[src/rtl/mips_trace_capture.sv]
// mips_trace_capture
// Commit-trace monitor for the single-cycle MIPS core debug outputs.
// Every architectural side effect (writeback to a non-zero register, or a
// data-memory store) is queued in a small FIFO. Queued events leave on a
// 32-bit valid/ready stream as 3-word records: header, PC, value.
// Events lost to a full FIFO are counted. The count is reported in the
// header of the next record that is popped.
//
// Ports:
//   clk         sole clock, rising edge
//   reset       synchronous, active-high
//   enable      capture enable (draining continues while low)
//   pc_out      PC of the instruction in the current cycle
//   reg_write   register writeback this cycle
//   write_reg   destination register index
//   write_data  writeback value
//   mem_write   store this cycle
//   alu_result  store address when mem_write=1
//   out_valid   out_data holds a valid record word (registered)
//   out_ready   consumer accepts the word
//   out_data    record word (registered)
//   fifo_count  current FIFO occupancy
module mips_trace_capture #(
   parameter int DEPTH = 8
) (
   input  logic                     clk,
   input  logic                     reset,
   input  logic                     enable,
   input  logic [31:0]              pc_out,
   input  logic                     reg_write,
   input  logic [4:0]               write_reg,
   input  logic [31:0]              write_data,
   input  logic                     mem_write,
   input  logic [31:0]              alu_result,
   output logic                     out_valid,
   input  logic                     out_ready,
   output logic [31:0]              out_data,
   output logic [$clog2(DEPTH):0]   fifo_count
);

   localparam int AW = $clog2(DEPTH);
   localparam int CW = AW + 1;
   localparam logic [CW-1:0] FULL_CNT = CW'(DEPTH);

   typedef enum logic [1:0] {S_IDLE, S_HDR, S_PC, S_VAL} state_t;

   function automatic logic [7:0] sat_inc8(input logic [7:0] v);
      return (v == 8'hFF) ? v : v + 8'd1;
   endfunction

   // FIFO storage (data only, never reset; pointers/count qualify it)
   logic          r_mem_type [DEPTH];
   logic [4:0]    r_mem_reg  [DEPTH];
   logic [7:0]    r_mem_seq  [DEPTH];
   logic [31:0]   r_mem_pc   [DEPTH];
   logic [31:0]   r_mem_val  [DEPTH];

   logic [AW-1:0] r_wptr;
   logic [AW-1:0] r_rptr;
   logic [CW-1:0] r_count;
   logic [7:0]    r_seq;
   logic [7:0]    r_drop;

   state_t        r_state;
   state_t        w_state_nxt;
   logic          r_out_valid;
   logic [31:0]   r_out_data;
   logic [31:0]   r_cur_pc;
   logic [31:0]   r_cur_val;

   logic          w_reg_evt;
   logic          w_st_evt;
   logic          w_evt;
   logic          w_full;
   logic          w_empty;
   logic          w_push;
   logic          w_drop;
   logic          w_pop;
   logic          w_xfer;
   logic          w_load_hdr;
   logic          w_load_pc;
   logic          w_load_val;
   logic          w_clr_valid;
   logic [31:0]   w_hdr;

   // ---- capture side: qualify events, reg writeback wins over a store
   assign w_reg_evt = enable & reg_write & (write_reg != 5'd0);
   assign w_st_evt  = enable & mem_write & ~w_reg_evt;
   assign w_evt     = w_reg_evt | w_st_evt;
   assign w_full    = (r_count == FULL_CNT);
   assign w_empty   = (r_count == '0);
   // Fullness is judged on the registered count, so a same-cycle pop does
   // not make room for a push.
   assign w_push    = w_evt & ~w_full;
   assign w_drop    = w_evt & w_full;

   always_ff @(posedge clk) begin
      if (w_push) begin
         r_mem_type[r_wptr] <= w_st_evt;
         r_mem_reg[r_wptr]  <= w_reg_evt ? write_reg : 5'd0;
         r_mem_seq[r_wptr]  <= r_seq;
         r_mem_pc[r_wptr]   <= pc_out;
         r_mem_val[r_wptr]  <= w_reg_evt ? write_data : alu_result;
      end
   end

   always_ff @(posedge clk) begin
      if (reset) begin
         r_wptr  <= '0;
         r_rptr  <= '0;
         r_count <= '0;
         r_seq   <= 8'd0;
         r_drop  <= 8'd0;
      end else begin
         if (w_push) begin
            r_wptr <= r_wptr + 1'b1;
            r_seq  <= r_seq + 8'd1;
         end
         if (w_pop) begin
            r_rptr <= r_rptr + 1'b1;
         end
         case ({w_push, w_pop})
            2'b10:   r_count <= r_count + 1'b1;
            2'b01:   r_count <= r_count - 1'b1;
            default: r_count <= r_count;
         endcase
         // The pop hands the drop count to the outgoing header; a drop in
         // the same cycle belongs to the next header.
         if (w_pop) begin
            r_drop <= w_drop ? 8'd1 : 8'd0;
         end else if (w_drop) begin
            r_drop <= sat_inc8(r_drop);
         end
      end
   end

   // ---- serializer: header built from the FIFO head at pop time
   assign w_hdr = {4'hA, r_mem_type[r_rptr], r_mem_reg[r_rptr],
                   r_mem_seq[r_rptr], r_drop, 6'd0};
   assign w_xfer = r_out_valid & out_ready;

   always_ff @(posedge clk) begin
      if (reset) begin
         r_state <= S_IDLE;
      end else begin
         r_state <= w_state_nxt;
      end
   end

   always_comb begin
      w_state_nxt = r_state;
      w_pop       = 1'b0;
      w_load_hdr  = 1'b0;
      w_load_pc   = 1'b0;
      w_load_val  = 1'b0;
      w_clr_valid = 1'b0;
      case (r_state)
         S_IDLE: begin
            if (!w_empty) begin
               w_pop       = 1'b1;
               w_load_hdr  = 1'b1;
               w_state_nxt = S_HDR;
            end
         end
         S_HDR: begin
            if (w_xfer) begin
               w_load_pc   = 1'b1;
               w_state_nxt = S_PC;
            end
         end
         S_PC: begin
            if (w_xfer) begin
               w_load_val  = 1'b1;
               w_state_nxt = S_VAL;
            end
         end
         S_VAL: begin
            if (w_xfer) begin
               // Chain straight into the next record when one is waiting.
               if (!w_empty) begin
                  w_pop       = 1'b1;
                  w_load_hdr  = 1'b1;
                  w_state_nxt = S_HDR;
               end else begin
                  w_clr_valid = 1'b1;
                  w_state_nxt = S_IDLE;
               end
            end
         end
         default: w_state_nxt = S_IDLE;
      endcase
   end

   always_ff @(posedge clk) begin
      if (reset) begin
         r_out_valid <= 1'b0;
         r_out_data  <= 32'd0;
      end else begin
         if (w_load_hdr) begin
            r_out_valid <= 1'b1;
            r_out_data  <= w_hdr;
         end else if (w_load_pc) begin
            r_out_data  <= r_cur_pc;
         end else if (w_load_val) begin
            r_out_data  <= r_cur_val;
         end else if (w_clr_valid) begin
            r_out_valid <= 1'b0;
         end
      end
   end

   // The popped entry leaves the FIFO, so its PC/value words are held here.
   always_ff @(posedge clk) begin
      if (w_pop) begin
         r_cur_pc  <= r_mem_pc[r_rptr];
         r_cur_val <= r_mem_val[r_rptr];
      end
   end

   assign out_valid  = r_out_valid;
   assign out_data   = r_out_data;
   assign fifo_count = r_count;

endmodule

[config.mk]
export PLATFORM = sky130hd
export DESIGN_NAME = mips_trace_capture
export DESIGN_NICKNAME = d
export VERILOG_FILES = /design/src/rtl/mips_trace_capture.sv
export SDC_FILE = /design/constraint.sdc
export NUM_CORES = 1
export LEC_CHECK = 0
export CORE_AREA = 3 3 236 238
export DETAILED_ROUTE_END_ITERATION = 16
export DIE_AREA = 0 0 239 241
export PLACE_DENSITY = 0.75
export SLEW_MARGIN = 20
export SYNTH_ARGS = -nofsm -noshare
export SYNTH_HDL_FRONTEND = slang
export SYNTH_SLANG_ARGS = --single-unit
export TNS_END_PERCENT = 1
[constraint.sdc]
create_clock -name clk -period 10.4 [get_ports clk]
set_input_delay 1.56 -clock clk [delete_from_list [all_inputs] [get_ports clk]]
set_output_delay 1.56 -clock clk [all_outputs]
set_load 0.01 [all_outputs]
# ---- Yosys cells after proc, flatten, opt, wreduce, memory -nomap -nowiden
# Memories as Yosys holds them, arrays and structs flattened. A register that Yosys moved wholly into a read port is not among the register bits.
# Cells that the tools add are included.
dict set report word_totals {
  in_bits 107
  mem_bits_rw 624
  wordCells 93
  ff_bits 61
  out_inout_bits 37
  latch_bits 0
  memories 5
  rom_bits 0
}
dict set report op_classes {
  add_sub_neg 6
  mul 0
  div 0
  order_cmp 0
  n_reduce_logical 12
  n_mux 37
  bitwise 10
  n_shift 0
  n_eq_ne 14
}
# name depth width read_ports rd_clocked_by_memory_dff wr line_no
set memory_table {}
lappend memory_table {r_mem_pc 8 32 1 1 1 55} ;# logic [31:0] r_mem_pc [DEPTH];
lappend memory_table {r_mem_val 8 32 1 1 1 56} ;# logic [31:0] r_mem_val [DEPTH];
lappend memory_table {r_mem_seq 8 8 1 1 1 54} ;# logic [7:0] r_mem_seq [DEPTH];
lappend memory_table {r_mem_reg 8 5 1 1 1 53} ;# logic [4:0] r_mem_reg [DEPTH];
lappend memory_table {r_mem_type 8 1 1 1 1 52} ;# logic r_mem_type [DEPTH];
# operator n
set ops {}
lappend ops {{2-to-1 mux 32 bit} 4}
lappend ops {{2-to-1 mux 8 bit} 3}
lappend ops {{2-to-1 mux 3 bit} 6}
lappend ops {{adder 8 x 1 -> 8 bit (second input constant)} 2}
lappend ops {{2-to-1 mux 1 bit} 16}
lappend ops {{!= test 2 bit (second input constant)} 7}
lappend ops {{equality test 8 bit (second input constant)} 1}
lappend ops {{2-to-1 mux 2 bit} 4}
lappend ops {{case mux 2 bit (4 select lines)} 1}
lappend ops {{case mux 4 bit (2 select lines)} 1}
lappend ops {{nonzero test 2 bit} 4}
lappend ops {{AND 1 bit} 7}
lappend ops {{adder 3 x 1 -> 3 bit (second input constant)} 2}
lappend ops {{equality test 2 bit (second input constant)} 3}
lappend ops {{2-to-1 mux 5 bit} 1}
lappend ops {{nonzero test 5 bit} 1}
lappend ops {{adder 4 x 1 -> 4 bit (second input constant)} 1}
lappend ops {{equality test 2 x 1 -> 1 bit (second input constant)} 2}
lappend ops {{equality test 4 bit (second input constant)} 1}
lappend ops {{logical NOT 4 bit} 1}
lappend ops {{AND reduction 4 bit} 1}
lappend ops {{subtractor 4 x 1 -> 4 bit (second input constant)} 1}
lappend ops {{AND reduction 3 bit} 1}
lappend ops {{nonzero test 3 bit} 1}
lappend ops {{6 further kinds} 7}

# ---- Longest topological paths before layout
# Gate-level depths: netlist of run 1.
dict set report logic_depth {
  depth_word 8
  ltp_mapped 15
}

# ---- Worst setup path before layout of run 1
# Ideal clock, no wire load.
dict set report synth_path {
  path_type {input port to flip-flop}
  startpoint {input enable}
  endpoint {memory r_mem_pc[0][0] (enable)}
  required_time_ps 9694
  t_arrival_ps 9597
  setup_time_ps 706
  slack_ps 97
  path_stages 5
  cell_sequence {buf_2 and2_1 o21ai_4 buf_6 nor4_1}
}
dict set report synth_via {
  elab_chain_len 8
  elab_cells_between_ends 9
}
# element line_no
set synth_rtl {}
lappend synth_rtl {{start: declaration} 28} ;# input logic enable,
lappend synth_rtl {{AND 1 bit (2 in a row)} 87} ;# assign w_reg_evt = enable & reg_write & (write_reg != 5'd0);
lappend synth_rtl {{inverter 1 bit} 88} ;# assign w_st_evt = enable & mem_write & ~w_reg_evt;
lappend synth_rtl {{AND 1 bit} 88}
lappend synth_rtl {{OR 1 bit *} 89} ;# assign w_evt = w_reg_evt | w_st_evt;
lappend synth_rtl {{AND 1 bit *} 94} ;# assign w_push = w_evt & ~w_full;
lappend synth_rtl {{2-to-1 mux 1 bit *} 98} ;# if (w_push) begin
lappend synth_rtl {{2-to-1 mux 1 bit (not written as such) *} 102} ;# r_mem_pc[r_wptr] <= pc_out;
lappend synth_rtl {{end: declaration} 55}
# Every way passes the cells marked *; elsewhere a longest branch is shown, timed or not.

# ---- Worst setup path in the final report of run 1
dict set report layout_path {
  startpoint {input enable}
  endpoint {memory r_mem_pc[3][25] (enable)}
}
# Same word-level chain as after synthesis.

==> out/summary.txt, run 1 <==
via/cell ratio = 6.131
count leader, synth = edfxtp_1
gr usage total = 21.99%
mapped cell area = 0.02893 mm2
Synthesis Warnings = 0
CP Capture Type = register
multi-input logic area = 0.006668 mm2
Power Density = 231.9 mW/mm2
Worst Max-Slew Pin Slew = 1.134 ns
synthesized area per cell = 19.74 um2
Post-Layout Cell Count = 2381
initial antenna violation count = 1
P&R area growth vs syn = 15.36%
final setup fails = 0
DRC = 0
top flop regs = r_mem_pc x256, r_mem_val x256, r_mem_seq x64
Clock Root Buffer = clkbuf_16
WS Path Type = input port to register
Clock Pin Slew Worst Setup and Hold Paths = 0.06 ns
status = finished clean
n_diodes = 0
Yosys reg bits = 752
CTS tree = built
max-cap viol count = 0
Starting Density = 53.77%
VDD IR max = 0.0001908 V
via count = 14600
core area = 0.05381 mm2
Fin. Hold Viols = 0
vias in the first global route = 14950
gpl congestion = 0.8154
PortBufs = 143
Die Wd = 239 um
CP startpoint kind = input port
full die area = 0.05760 mm2
CP max FO = 52
sequential standard cell area = 0.02196 mm2
Req. time, crit path = 10.62 ns
total grt overflow = 0
Cells after Synth = 1466
1st-pass router iterations = 5
Pwr Total = 7.740 mW
Slew Viols, Final = 0
final wirelength = 62000 um
post-synth top area share = 71.40%
pin count of the biggest net entering global routing = 75
CTS buffer count = 72
Ports = 144
crit path DAT = 5.18 ns
DIE HEIGHT = 241 um
depth of the CTS H-tree = 3
Max Fclk = 201.4 MHz
cts hold-fix bufs = 0
Post-synth EDFFs = 688
HPWL after detailed placement = 35920 um
Max-slew headroom = 24.38%
DR WL/cell = 26.04 um
CTS max path bufs = 3
Seq/Total Area, Yosys = 75.83%
Primary FF master, synth = edfxtp_1
clock skew = 0.02498 ns
Yosys cell types = 48
placed cell count = 2254
Post-synth ARST share = 0%
Worst Hold Class = register to register
first-pass GRT wire length = 92920 um
Final nets = 1752
Leakage = 10.48 nW
post-cts sizing count = 0
DRT iter0 DRCs = 1422
largest cells by area after synthesis = edfxtp_1, mux4_2, dfxtp_1
Detail Route Antenna Nets = 0
# Post-CTS Setup Buffers = 0
final hold slack = 0.5052 ns
cell row count = 85
Tmin final = 4.966 ns
FILL cells = 3633
RSZ-0062 raised after global routing = no
clk sink count = 752
top post-synthesis cells by count = edfxtp_1, mux4_2, nand2_1
biggest area consumer among synthesized cells = edfxtp_1
fraction of layout cells with a size suffix above 1 = 21.72%
period utilization = 47.75%
latest clock arrival within the worst-skew pair = 0.61 ns
Syn Nets = 1585
setup TNS = 0 ns
==> cell usage in the layout, fill, tap and decap left out, types with 5 or more instances in the layout <==
cell,netlist,layout
edfxtp_1,688,688
mux4_2,156,156
clkdlybuf4s50_1,0,143
nand2_1,110,110
clkbuf_16,0,77
mux2_2,64,64
dfxtp_1,64,60
o22ai_1,49,49
a21oi_1,45,45
nor2_1,44,41
buf_4,0,27
o21ai_0,23,23
mux2i_1,19,19
clkbuf_1,46,19
a211oi_1,18,18
ha_1,12,12
clkinv_1,0,11
xor2_1,9,9
nand3_1,9,9
clkinv_2,0,9
inv_1,6,6
and3_1,5,5
xnor2_1,5,5
or3_1,5,5
a2bb2oi_1,5,5
==> layout make-up <==
type                            instances  area share (%)
Timing Repair Buffer                  172           5.012
Tap cell                              696           2.609
Inverter                                7         0.08622
Clock inverter                         28          0.4648
Clock buffer                           98           6.069
Sequential cell                       752           65.78
Multi-Input combinational cell        628           19.98
==> logic make-up after synthesis <==
logic type	synth area share, %
flops	75.83
xor+xnor	0.4238
mux	15.29
buf+inv	1.310
fa+ha+maj	0.5189
simple gates	3.101
compound gates	3.524
==> per-layer routing <==
| metal | track usage (%) | up-vias | share of wire, % | routed length [um] |
|---|---|---|---|---|
| met3 | 4.011 | 122 | 7.9 | 4907 |
| met1 | 30.66 | 7545 | 40 | 24780 |
| met2 | 35.32 | 620 | 49 | 30380 |
| li1 | - | 6312 | - | - |
| met4 | 8.411 | 0 | 3.1 | 1926 |
| met5 | 0 | - | 0 | 0 |
==> final timing paths <==
path / slack [ns] / end / depth (start not counted) / from
worst min-delay path: 0.51 / out_data[28]$_SDFFE_PP0P_ / 2 / out_data[28]$_SDFFE_PP0P_
worst min register to register: 0.51 / out_data[28]$_SDFFE_PP0P_ / 2 / out_data[28]$_SDFFE_PP0P_
worst max-delay path: 5.43 / r_mem_pc[3][25]$_DFFE_PP_ / 6 / enable
worst max register to register: 6.83 / r_mem_pc[3][25]$_DFFE_PP_ / 6 / fifo_count[0]$_SDFFE_PP0P_
==> metrics by stage <==
step | setup WS (ns) | cell area, um2 | util [%]
final | 5.434 | 33380 | 62.02
after global routing | 5.202 | 33380 | 62.02
after CTS | 5.399 | 33340 | 61.96
after detailed placement | 4.752 | 31160 | 57.91
after global placement | 4.875 | 31160 | 57.91
after floorplan | 0.09701 | 28930 | -
==> critical path, cell delays in order <==
cell             delay, ns
clkdlybuf4s50_1       0.65
o311a_4               0.64
o21ai_4               0.26
nor3_2                0.80
buf_4                 0.43
buf_4                 0.74
==> report_power, final <==
| part | switching (mW) | internal, mW | total (mW) |
|---|---|---|---|
| logic | 0.746 | 0.619 | 1.37 |
| registers | 0.232 | 3.72 | 3.96 |
| clock network | 1.05 | 1.37 | 2.42 |
| total | 2.03 | 5.71 | 7.74 |
Power figures use the tool's default switching activity.
==> run 2: changes to the inputs <==
==> constraint.sdc (replaced) <==
create_clock -name clk -period 4.3 [get_ports clk]
set_input_delay 0.645 -clock clk [delete_from_list [all_inputs] [get_ports clk]]
set_output_delay 0.645 -clock clk [all_outputs]
set_load 0.01 [all_outputs]
==> out/summary.txt, run 2 (synthesis results as in run 1) <==
status = finished clean
HPWL after detailed placement = 36720 um
cts hold-fix bufs = 0
Req. time, crit path = 4.76 ns
1st-pass router iterations = 5
final setup fails = 0
n_diodes = 0
CP max FO = 21
full die area = 0.05760 mm2
DIE HEIGHT = 241 um
DRC = 0
WS Path Type = register to register
max-cap viol count = 0
RSZ-0062 raised after global routing = no
crit path cell chain = inv_1 -> ha_1 -> nand3_1 -> o22ai_1 -> a21oi_1 -> o21ai_0 -> a21oi_1
final hold slack = 0.5033 ns
CTS max path bufs = 3
Int Power = 14.09 mW
Worst Path Buf+Inv = 1
gr usage total = 22.65%
latest clock arrival within the worst-skew pair = 0.61 ns
Die Wd = 239 um
CP Capture Type = register
PortBufs = 143
Clock Root Buffer = clkbuf_16
pin count of the biggest net entering global routing = 113
crit path DAT = 3.48 ns
depth of the CTS H-tree = 3
core area = 0.05381 mm2
CP delay by family, top = simple AND/OR/NAND/NOR gates
# Post-CTS Setup Buffers = 0
DR WL/cell = 26.55 um
initial antenna violation count = 4
via count = 14800
first-pass GRT wire length = 95810 um
CP startpoint kind = register
DRT iter0 DRCs = 1471
via/cell ratio = 6.191
cell row count = 85
CTS tree = built
Critical Path Most Common Cell = a21oi_1
Final nets = 1756
Clock power frac = 32.2%
final wirelength = 63470 um
Ports = 144
Net Sw Frac = 26.31%
Fin. Hold Viols = 0
fraction of layout cells with a size suffix above 1 = 22.20%
Power Density = 567.6 mW/mm2
gpl congestion = 0.7950
P&R area growth vs syn = 16.45%
Clock Pin Slew Worst Setup and Hold Paths = 0.06 ns
Worst Hold Class = register to register
VDD IR max = 0.0005316 V
switching power = 5.033 mW
Pwr Total = 19.13 mW
Leakage = 10.58 nW
combinational group share of total power = 17.6%
clk sink count = 752
CTS buffer count = 73
Worst Max-Slew Pin Slew = 1.097 ns
Slew Viols, Final = 0
vias in the first global route = 15170
period utilization = 70.23%
Detail Route Antenna Nets = 0
CP peak stage delay = 0.86 ns
most frequent cells in the layout = edfxtp_1, mux4_2, clkdlybuf4s50_1
setup TNS = 0 ns
clock skew = 0.02117 ns
Tmin final = 3.020 ns
post-cts sizing count = 0
top flop regs = r_mem_pc x256, r_mem_val x256, r_mem_seq x64
Max Fclk = 331.2 MHz
Starting Density = 53.77%
most common cell after layout, fill and taps aside = edfxtp_1
sequential group share of total power = 50.2%
Max-slew headroom = 26.75%
total grt overflow = 0
critical path's slowest cell = nand3_1
-- run 2: cell types whose count changed in the layout (fill, tap and decap cells not counted), sizes merged --
cell	before	now
bufinv	0	4
buf	29	32
clkbuf	98	99
clkinv	22	23
-- run 2: worst paths after layout --
path / startpoint / to / slack [ns] / cells after the start
hold reg to reg: out_data[30]$_SDFFE_PP0P_ / out_data[30]$_SDFFE_PP0P_ / 0.50 / 2
setup reg to reg: r_state[0]$_SDFFE_PP0P_ / out_data[19]$_SDFFE_PP0P_ / 1.28 / 7
setup / recovery: r_state[0]$_SDFFE_PP0P_ / out_data[19]$_SDFFE_PP0P_ / 1.28 / 7
hold / removal: out_data[30]$_SDFFE_PP0P_ / out_data[30]$_SDFFE_PP0P_ / 0.50 / 2
-- run 2: power by group through the flow --
stage / combinational [mW] / sequential (mW) / clock [mW]
after global placement: 3.31 / 9.71 / 0
after floorplan: 2.35 / 9.39 / 0
final: 3.36 / 9.60 / 6.17
after global routing: 3.64 / 9.67 / 6.57
after detailed placement: 3.37 / 9.75 / 0
after CTS: 3.40 / 9.60 / 6.27
-- run 2: metal layers --
layer,global-route usage (%),up-vias,routed length [um]
met3,5.245,124,4950
met4,9.089,8,2203
met2,36.14,627,30740
li1,-,6329,-
met1,30.80,7708,25510
met5,0,-,61
-- run 2: layout make-up --
type,count,area (um2)
sequential,752,21960
fill,3578,20120
multi-input combinational,628,6701
clock buffer,99,2007
timing repair buffer,175,1822
tap,696,870.8
clock inverter,33,309.0
inverter,7,28.78
-- run 2: tightest hold or removal path: cells and delay by family (launching register included) --
family             cells  cell delay [ns]
DFF                    1             0.31
AOI/OAI and AO/OA      1             0.05
and+or+nand+nor        1             0.10
-- run 2: through the flow --
| stage | cell area (um2) | std cells | utilization [%] | setup WS, ns |
|---|---|---|---|---|
| 2_1_floorplan | 28970 | 1466 | - | -0.8791 |
| 3_3_place_gp | 31380 | 2258 | 58.30 | 0.8250 |
| 4_1_cts | 33690 | 2390 | 62.61 | 1.287 |
| 3_5_place_dp | 31380 | 2258 | 58.30 | 0.8149 |
| 5_1_grt | 33690 | 2390 | 62.61 | 1.091 |
| 6_report | 33690 | 2390 | 62.61 | 1.280 |
==> run 3: changes to the inputs <==
==> constraint.sdc (replaced) <==
create_clock -name clk -period 2.6 [get_ports clk]
set_input_delay 0.39 -clock clk [delete_from_list [all_inputs] [get_ports clk]]
set_output_delay 0.39 -clock clk [all_outputs]
set_load 0.01 [all_outputs]
==> out/summary.txt, run 3 (synthesis results as in run 1) <==
status = finished clean
PortBufs = 143
HPWL after detailed placement = 39970 um
vias in the first global route = 15610
Max-slew headroom = 47.39%
WS Path Type = register to register
max-cap viol count = 0
core area = 0.05381 mm2
Crit path depth = 11
crit path DAT = 3.07 ns
Worst Max-Slew Pin Slew = 0.7865 ns
CP peak stage delay = 0.42 ns
via/cell ratio = 6.100
initial antenna violation count = 3
Worst Reg2Reg Path Length in Cells = 11
Post-Layout Inst Area = 0.03485 mm2
FILL cells = 3508
DP Worst Slack = -0.4551 ns
Pwr Total = 32.98 mW
clk sink count = 752
CP max FO = 5
Clock Pin Slew Worst Setup and Hold Paths = 0.06 ns
r2r endpoint = fifo_count[2]$_SDFFE_PP0P_
CTS buffer count = 75
Req. time, crit path = 3.12 ns
worst setup path startpoint = r_state[1]$_SDFFE_PP0P_
Post-DP Area = 0.03228 mm2
Worst Path Buf+Inv = 2
depth of the CTS H-tree = 3
Max Fclk = 392.2 MHz
DRT iter0 DRCs = 1460
most frequent cells in the layout = edfxtp_1, mux4_2, clkdlybuf4s50_1
P&R area growth vs syn = 20.45%
pin count of the biggest net entering global routing = 39
R2R Setup Slk = 0.05 ns
worst setup margin = 0.05005 ns
crit path cell chain = inv_1 -> ha_1 -> or3_4 -> inv_4 -> ha_2 -> xor2_2 -> ha_2 -> a21oi_2 -> xor2_1 -> or3_1 -> a21oi_1
fraction of layout cells with a size suffix above 1 = 26.65%
Tmin final = 2.550 ns
Worst Hold Class = input port to register
cell row count = 85
Critical Path Most Common Cell = ha_2
CP Capture Type = register
VDD IR max = 0.0006009 V
RSZ-0062 raised after global routing = yes
via count = 15080
final wirelength = 65780 um
top flop regs = r_mem_pc x256, r_mem_val x256, r_mem_seq x64
Power Density = 946.4 mW/mm2
Die Wd = 239 um
CTS tree = built
Final nets = 1833
Clock Root Buffer = clkbuf_16
latest clock arrival within the worst-skew pair = 0.61 ns
Fin. Hold Viols = 0
CP startpoint kind = register
final hold slack = 0.5081 ns
# Post-CTS Setup Buffers = 0
Worst setup endpoint = fifo_count[2]$_SDFFE_PP0P_
1st-pass router iterations = 7
most common cell after layout, fill and taps aside = edfxtp_1
DR WL/cell = 26.61 um
gpl congestion = 0.7843
Leakage = 11.16 nW
CP delay by family, top = adder cells
clock skew = 0.02614 ns
final setup fails = 0
Ports = 144
FF-to-FF Start = r_state[1]$_SDFFE_PP0P_
period utilization = 98.07%
full die area = 0.05760 mm2
first-pass GRT wire length = 99550 um
DRC = 0
Starting Density = 53.77%
Slew Viols, Final = 0
critical path's slowest cell = or3_4
WHS Path Cells = 1
DIE HEIGHT = 241 um
gr usage total = 23.52%
cts hold-fix bufs = 0
total grt overflow = 0
Detail Route Antenna Nets = 0
CTS max path bufs = 3
==> run 3: cell count changes in the layout (fill, tap and decap cells not counted), moves of 4 or more <==
cell / delta
clkbuf_1: -4
buf_12: +27
bufinv_16: +6
buf_4: +48
dfxtp_1: -5
dfxtp_2: +5
clkinv_2: +5
==> run 3: per-layer routing <==
metal	wire length, um	global-route usage [%]	part of all wire, %
met4	2098	8.924	3.2
met2	32370	37.85	49
met3	5190	4.708	7.9
met5	13	0	0.020
met1	26100	32.44	40
==> run 3: report_power, final <==
| part | switching [mW] | total, mW | internal [mW] | leakage, nW |
|---|---|---|---|---|
| clock | 4.45 | 11.0 | 6.57 | 1.25 |
| combinational | 3.38 | 6.35 | 2.97 | 3.09 |
| sequential | 0.729 | 15.6 | 14.9 | 6.82 |
| total | 8.56 | 33.0 | 24.4 | 11.2 |
==> run 3: worst register-to-register path, cell delays in order (launching register included) <==
cell and delay (ns):
dfxtp_4 0.37, inv_1 0.07, ha_1 0.32, or3_4 0.42, inv_4 0.09, ha_2 0.21
xor2_2 0.15, ha_2 0.20, a21oi_2 0.04, xor2_1 0.15, or3_1 0.30, a21oi_1 0.15
==> run 3: worst min path at each step <==
stage	start	end	slack, ns
3_5_place_dp	r_drop[4]$_SDFFE_PP0P_	r_drop[4]$_SDFFE_PP0P_	0.53
3_3_place_gp	r_drop[4]$_SDFFE_PP0P_	r_drop[4]$_SDFFE_PP0P_	0.50
6_report	pc_out[5]	r_mem_pc[5][5]$_DFFE_PP_	0.51
4_1_cts	pc_out[5]	r_mem_pc[5][5]$_DFFE_PP_	0.47
5_1_grt	pc_out[19]	r_mem_pc[2][19]$_DFFE_PP_	0.53
2_1_floorplan	r_drop[4]$_SDFFE_PP0P_	r_drop[4]$_SDFFE_PP0P_	0.48
==> run 3: layout make-up <==
class | instances | area, um2 | area share, %
clock buffers | 96 | 2039 | 5.852
clock inverters | 42 | 489.2 | 1.404
inverters | 7 | 28.78 | 0.08258
flip-flops and latches | 752 | 21960 | 63.02
well taps | 696 | 870.8 | 2.499
multi-input cells | 628 | 6734 | 19.32
repair buffers | 250 | 2723 | 7.812
diodes | 1 | 2.502 | 0.007181
==> run 3: through the flow <==
stage	util, %	TNS, ns	std cells
floorplan	-	-565.38	1466
CTS	64.69	0	2471
global placement	59.99	-51.07	2333
global route	64.76	-0.06142	2472
detailed placement	59.99	-79.96	2333
finish	64.76	0	2472
==> run 3: timing repair <==
item / in CTS / in global routing
cloned: 0 / 0
resized for setup: 1 / 9
pin swaps: 0 / 5
endpoints found under the setup margin: 2 / 2
==> patch 1 (settings of run 1) <==
`DEPTH`: 8 -> 4.
--- a/src/rtl/mips_trace_capture.sv
+++ b/src/rtl/mips_trace_capture.sv
@@ -21,7 +21,7 @@
 //   out_data    record word (registered)
 //   fifo_count  current FIFO occupancy
 module mips_trace_capture #(
-   parameter int DEPTH = 8
+   parameter int DEPTH = 4
 ) (
    input  logic                     clk,
    input  logic                     reset,
Ports: changed (resized fifo_count); port bits go from 144 to 143. The function was not compared with the original's and may differ.
==> patch 1 against run 1 <==
Setup slack better by 630 ps; sequential cell count decreased by 316; routed wire length is 39% lower; first-iteration DRC count shrank 24%; power decreased by 38%; design area is 39% lower; sequential power shrank 39%; area after synthesis fell by 42%; clock power is 38% lower; combinational power fell by 33%.
==> patch 1: results (changes against run 1) <==
run status=complete, no violations; biggest regs=r_mem_pc (128), r_mem_val (128); Non-clock buffers=156 (-9.3%); relative slew slack=31.20% (+6.8 points); Post-synth EDFFs=376 (-45%); Endpoint, Worst Hold=out_data[2]; Post-Layout Cell Count=1,825 (-23%); area occupied by multi-input gates=4014 um2 (-40%); R2R Setup Slk=7360 ps (+530 ps); Cell variety after synth=49 (+2.1%); critical path arrival=4510 ps (-670 ps); wire length per cell=20.68 um (-21%); global-route wire length before repair=56,580 um (-39%); M1 WL=16,280 um (-34%); Final WS setup=6067 ps (+633.5 ps); grt met3 use=2.594% (-1.4 points); initial antenna violation count=3 (+2); htree depth=2 (-1); fraction of area in registers=61.47% (-4.3 points); Met3 Wirelength=2486 um (-49%); share of layout cells above drive strength 1=15.23% (-6.5 points); Placed Cells incl. Taps=1,750 (-22%); Final nets=1,217 (-31%); Seq/Total Area, Yosys=74.66% (-1.2 points); placed cell area=18,960 um2 (-39%); delay of the slowest critical-path stage=740 ps (-60 ps); crit path max-delay cell type=buf_4; Critical Path End=r_mem_seq[3][2]; Area growth syn-to-layout=21.53%; worst hold start=r_cur_pc[2]; clock power share=31.0% (-0.2 points); P_clk=0.00149 W (-38%); Non-clock buffering overhead=7.507% (+2.5 points); Max VDD drop=0.0001967 V (+3.1%); largest net degree at the start of global routing=68 (-9.3%); Clock-cell share=6.738% (+0.20 points); Setup Skew=9.263 ps (-15.71 ps); Hold WS=510.2 ps (+4.985 ps); GR Util met2=21.11% (-14 points); DR vias/cell=4.944 (-19%); highest metal used=met5; TritonCTS Buffers=41 (-43%); met1 Use GR=17.72% (-13 points); fillcell total=4,887 (+35%); Seq pwr share=50.0% (-1.1 points); Syn Nets=1,069 (-33%)
[patch 1: cell types whose count changed after synthesis, moves of 8 or more]
cell	before	now
a21oi_1	45	13
and3_1	5	21
buf_2	27	7
clkbuf_1	46	36
edfxtp_1	688	376
inv_1	6	14
mux2_2	64	3
mux2i_1	19	3
mux4_2	156	78
nor2_1	44	22
o21ai_0	23	42
o22a_1	0	15
o22ai_1	49	15
o2bb2ai_1	0	22
[patch 1: logic make-up (layout without fill, tap and decap cells)]
logic type | count (synthesis) | after routing | share of synthesized area (%)
adder cells (fa/ha/maj) | 13 | 13 | 1.017
AO/OA/AOI/OAI | 154 | 154 | 6.431
flip-flops | 436 | 436 | 74.66
buffers and inverters | 65 | 245 | 1.511
XOR/XNOR | 4 | 4 | 0.2094
multiplexers | 84 | 84 | 10.88
AND/OR/NAND/NOR | 193 | 193 | 5.287
==> patch 2 (config.mk and constraints of run 1) <==
Made on the original files. Put one more register stage on the output `fifo_count`, with the module's reset. The value now appears one clock later. The other outputs are not delayed to match.
--- a/src/rtl/mips_trace_capture.sv
+++ b/src/rtl/mips_trace_capture.sv
@@ -219,7 +219,13 @@
 
    assign out_valid  = r_out_valid;
    assign out_data   = r_out_data;
-   assign fifo_count = r_count;
+   always_ff @(posedge clk) begin
+      if (reset) begin
+         fifo_count <= '0;
+      end else begin
+         fifo_count <= r_count;
+      end
+   end
 
 endmodule
 
Function: changed (Yosys sat finds a counterexample within 4 cycles, from zero or initial values and one cycle with reset high).
==> patch 2 against run 1 <==
Design area up 1.3%; area after synthesis rose by 0.48%; power increased by 4.5%; setup slack better by 28 ps; routed wire length about the same; sequential cell count up 4; utilization is 0.82 points higher; critical endpoint is now r_mem_reg[5][1].
==> patch 2: results (changes against run 1) <==
synth top area cells=edfxtp_1 71%, mux4_2 12%, dfxtp_1 4.7%, mux2_2 2.5%, nand2_1 1.7%; wire length per cell=25.93 um (-0.41%); Syn Nets=1,591 (+0.38%); Non-clock buffers=171 (-0.58%); Clock-cell share=7.333% (+0.80 points); Slew @ Worst Pin=1098 ps (-35.79 ps); GP Congestion=0.7820 (-4.1%); Met3 Wirelength=3942 um (-20%); run status=complete, no violations; area occupied by multi-input gates=6759 um2 (+1.4%); initial antenna violation count=0 (-1); Clock buffer cells=92 (-6.1%); inverters=6 (-1); Seq/Total Area, Yosys=75.74% (-0.090 points); DP Wirelength=35,040 um (-2.4%); first-pass detailed-route iteration total=7 (+2); met2 wire len=30,750 um (+1.2%); GRT Overall Usage=21.98% (about the same); Setup Skew=24.06 ps (-0.9110 ps); global-route wire length before repair=93,920 um (+1.1%); TritonCTS Buffers=74 (+2.8%); comb_multi_in=627 (-0.16%); share of layout cells above drive strength 1=22.45% (+0.72 points); Avg Cell Area, Syn=19.75 um2 (about the same); R2R Setup Slk=7030 ps (+200 ps)
patch 2: changes by cell type after synthesis, moves of 11 or more:
cell      before  now
a211oi_1      18   29
o22ai_1       49   25
nand2_1      110  129
mux2i_1       19    8
nor2b_1        3   16
a21oi_1       45   21
o21ai_0       23    5
a22o_1         0   15
patch 2: per-stage QoR:
step / setup slack, ps / hold WS, ps / area (um2)
floorplan: 2044 / 456.6 / 29080
global placement: 4620 / 488.1 / 31310
detailed placement: 4512 / 494.4 / 31320
CTS: 5138 / 503.9 / 33800
global route: 5242 / 543.3 / 33820
finish: 5462 / 504.8 / 33820
patch 2: worst register-to-register path, delay by kind of cell (launching register included):
| kind | cells | cell delay (ps) |
|---|---|---|
| simple gates | 3 | 1180 |
| buf+inv | 1 | 870 |
| flops | 1 | 580 |
| compound gates | 1 | 310 |
patch 2: logic make-up after synthesis:
| logic type | count (synthesis) | share of synthesized area, % |
|---|---|---|
| AND/OR/NAND/NOR | 225 | 3.451 |
| XOR/XNOR | 17 | 0.5121 |
| adder cells (fa/ha/maj) | 12 | 0.5164 |
| multiplexers | 228 | 14.84 |
| flip-flops | 756 | 75.74 |
| AO/OA/AOI/OAI | 145 | 3.637 |
| buffers and inverters | 89 | 1.304 |
patch 2: worst min-delay path by stage:
stage	from	to	slack (ps)	depth (start not counted)
2_1_floorplan	r_drop[1]	out_data[7]	460	2
3_3_place_gp	r_drop[1]	out_data[7]	490	2
3_5_place_dp	r_drop[1]	out_data[7]	490	2
4_1_cts	r_drop[1]	out_data[7]	500	2
5_1_grt	r_drop[7]	out_data[13]	540	2
6_report	r_drop[1]	out_data[7]	500	2
patch 2: power by group:
group | internal, W | switching, W
combinational | 0.000642 | 0.000800
clock | 0.00162 | 0.00108
sequential | 0.00375 | 0.000193
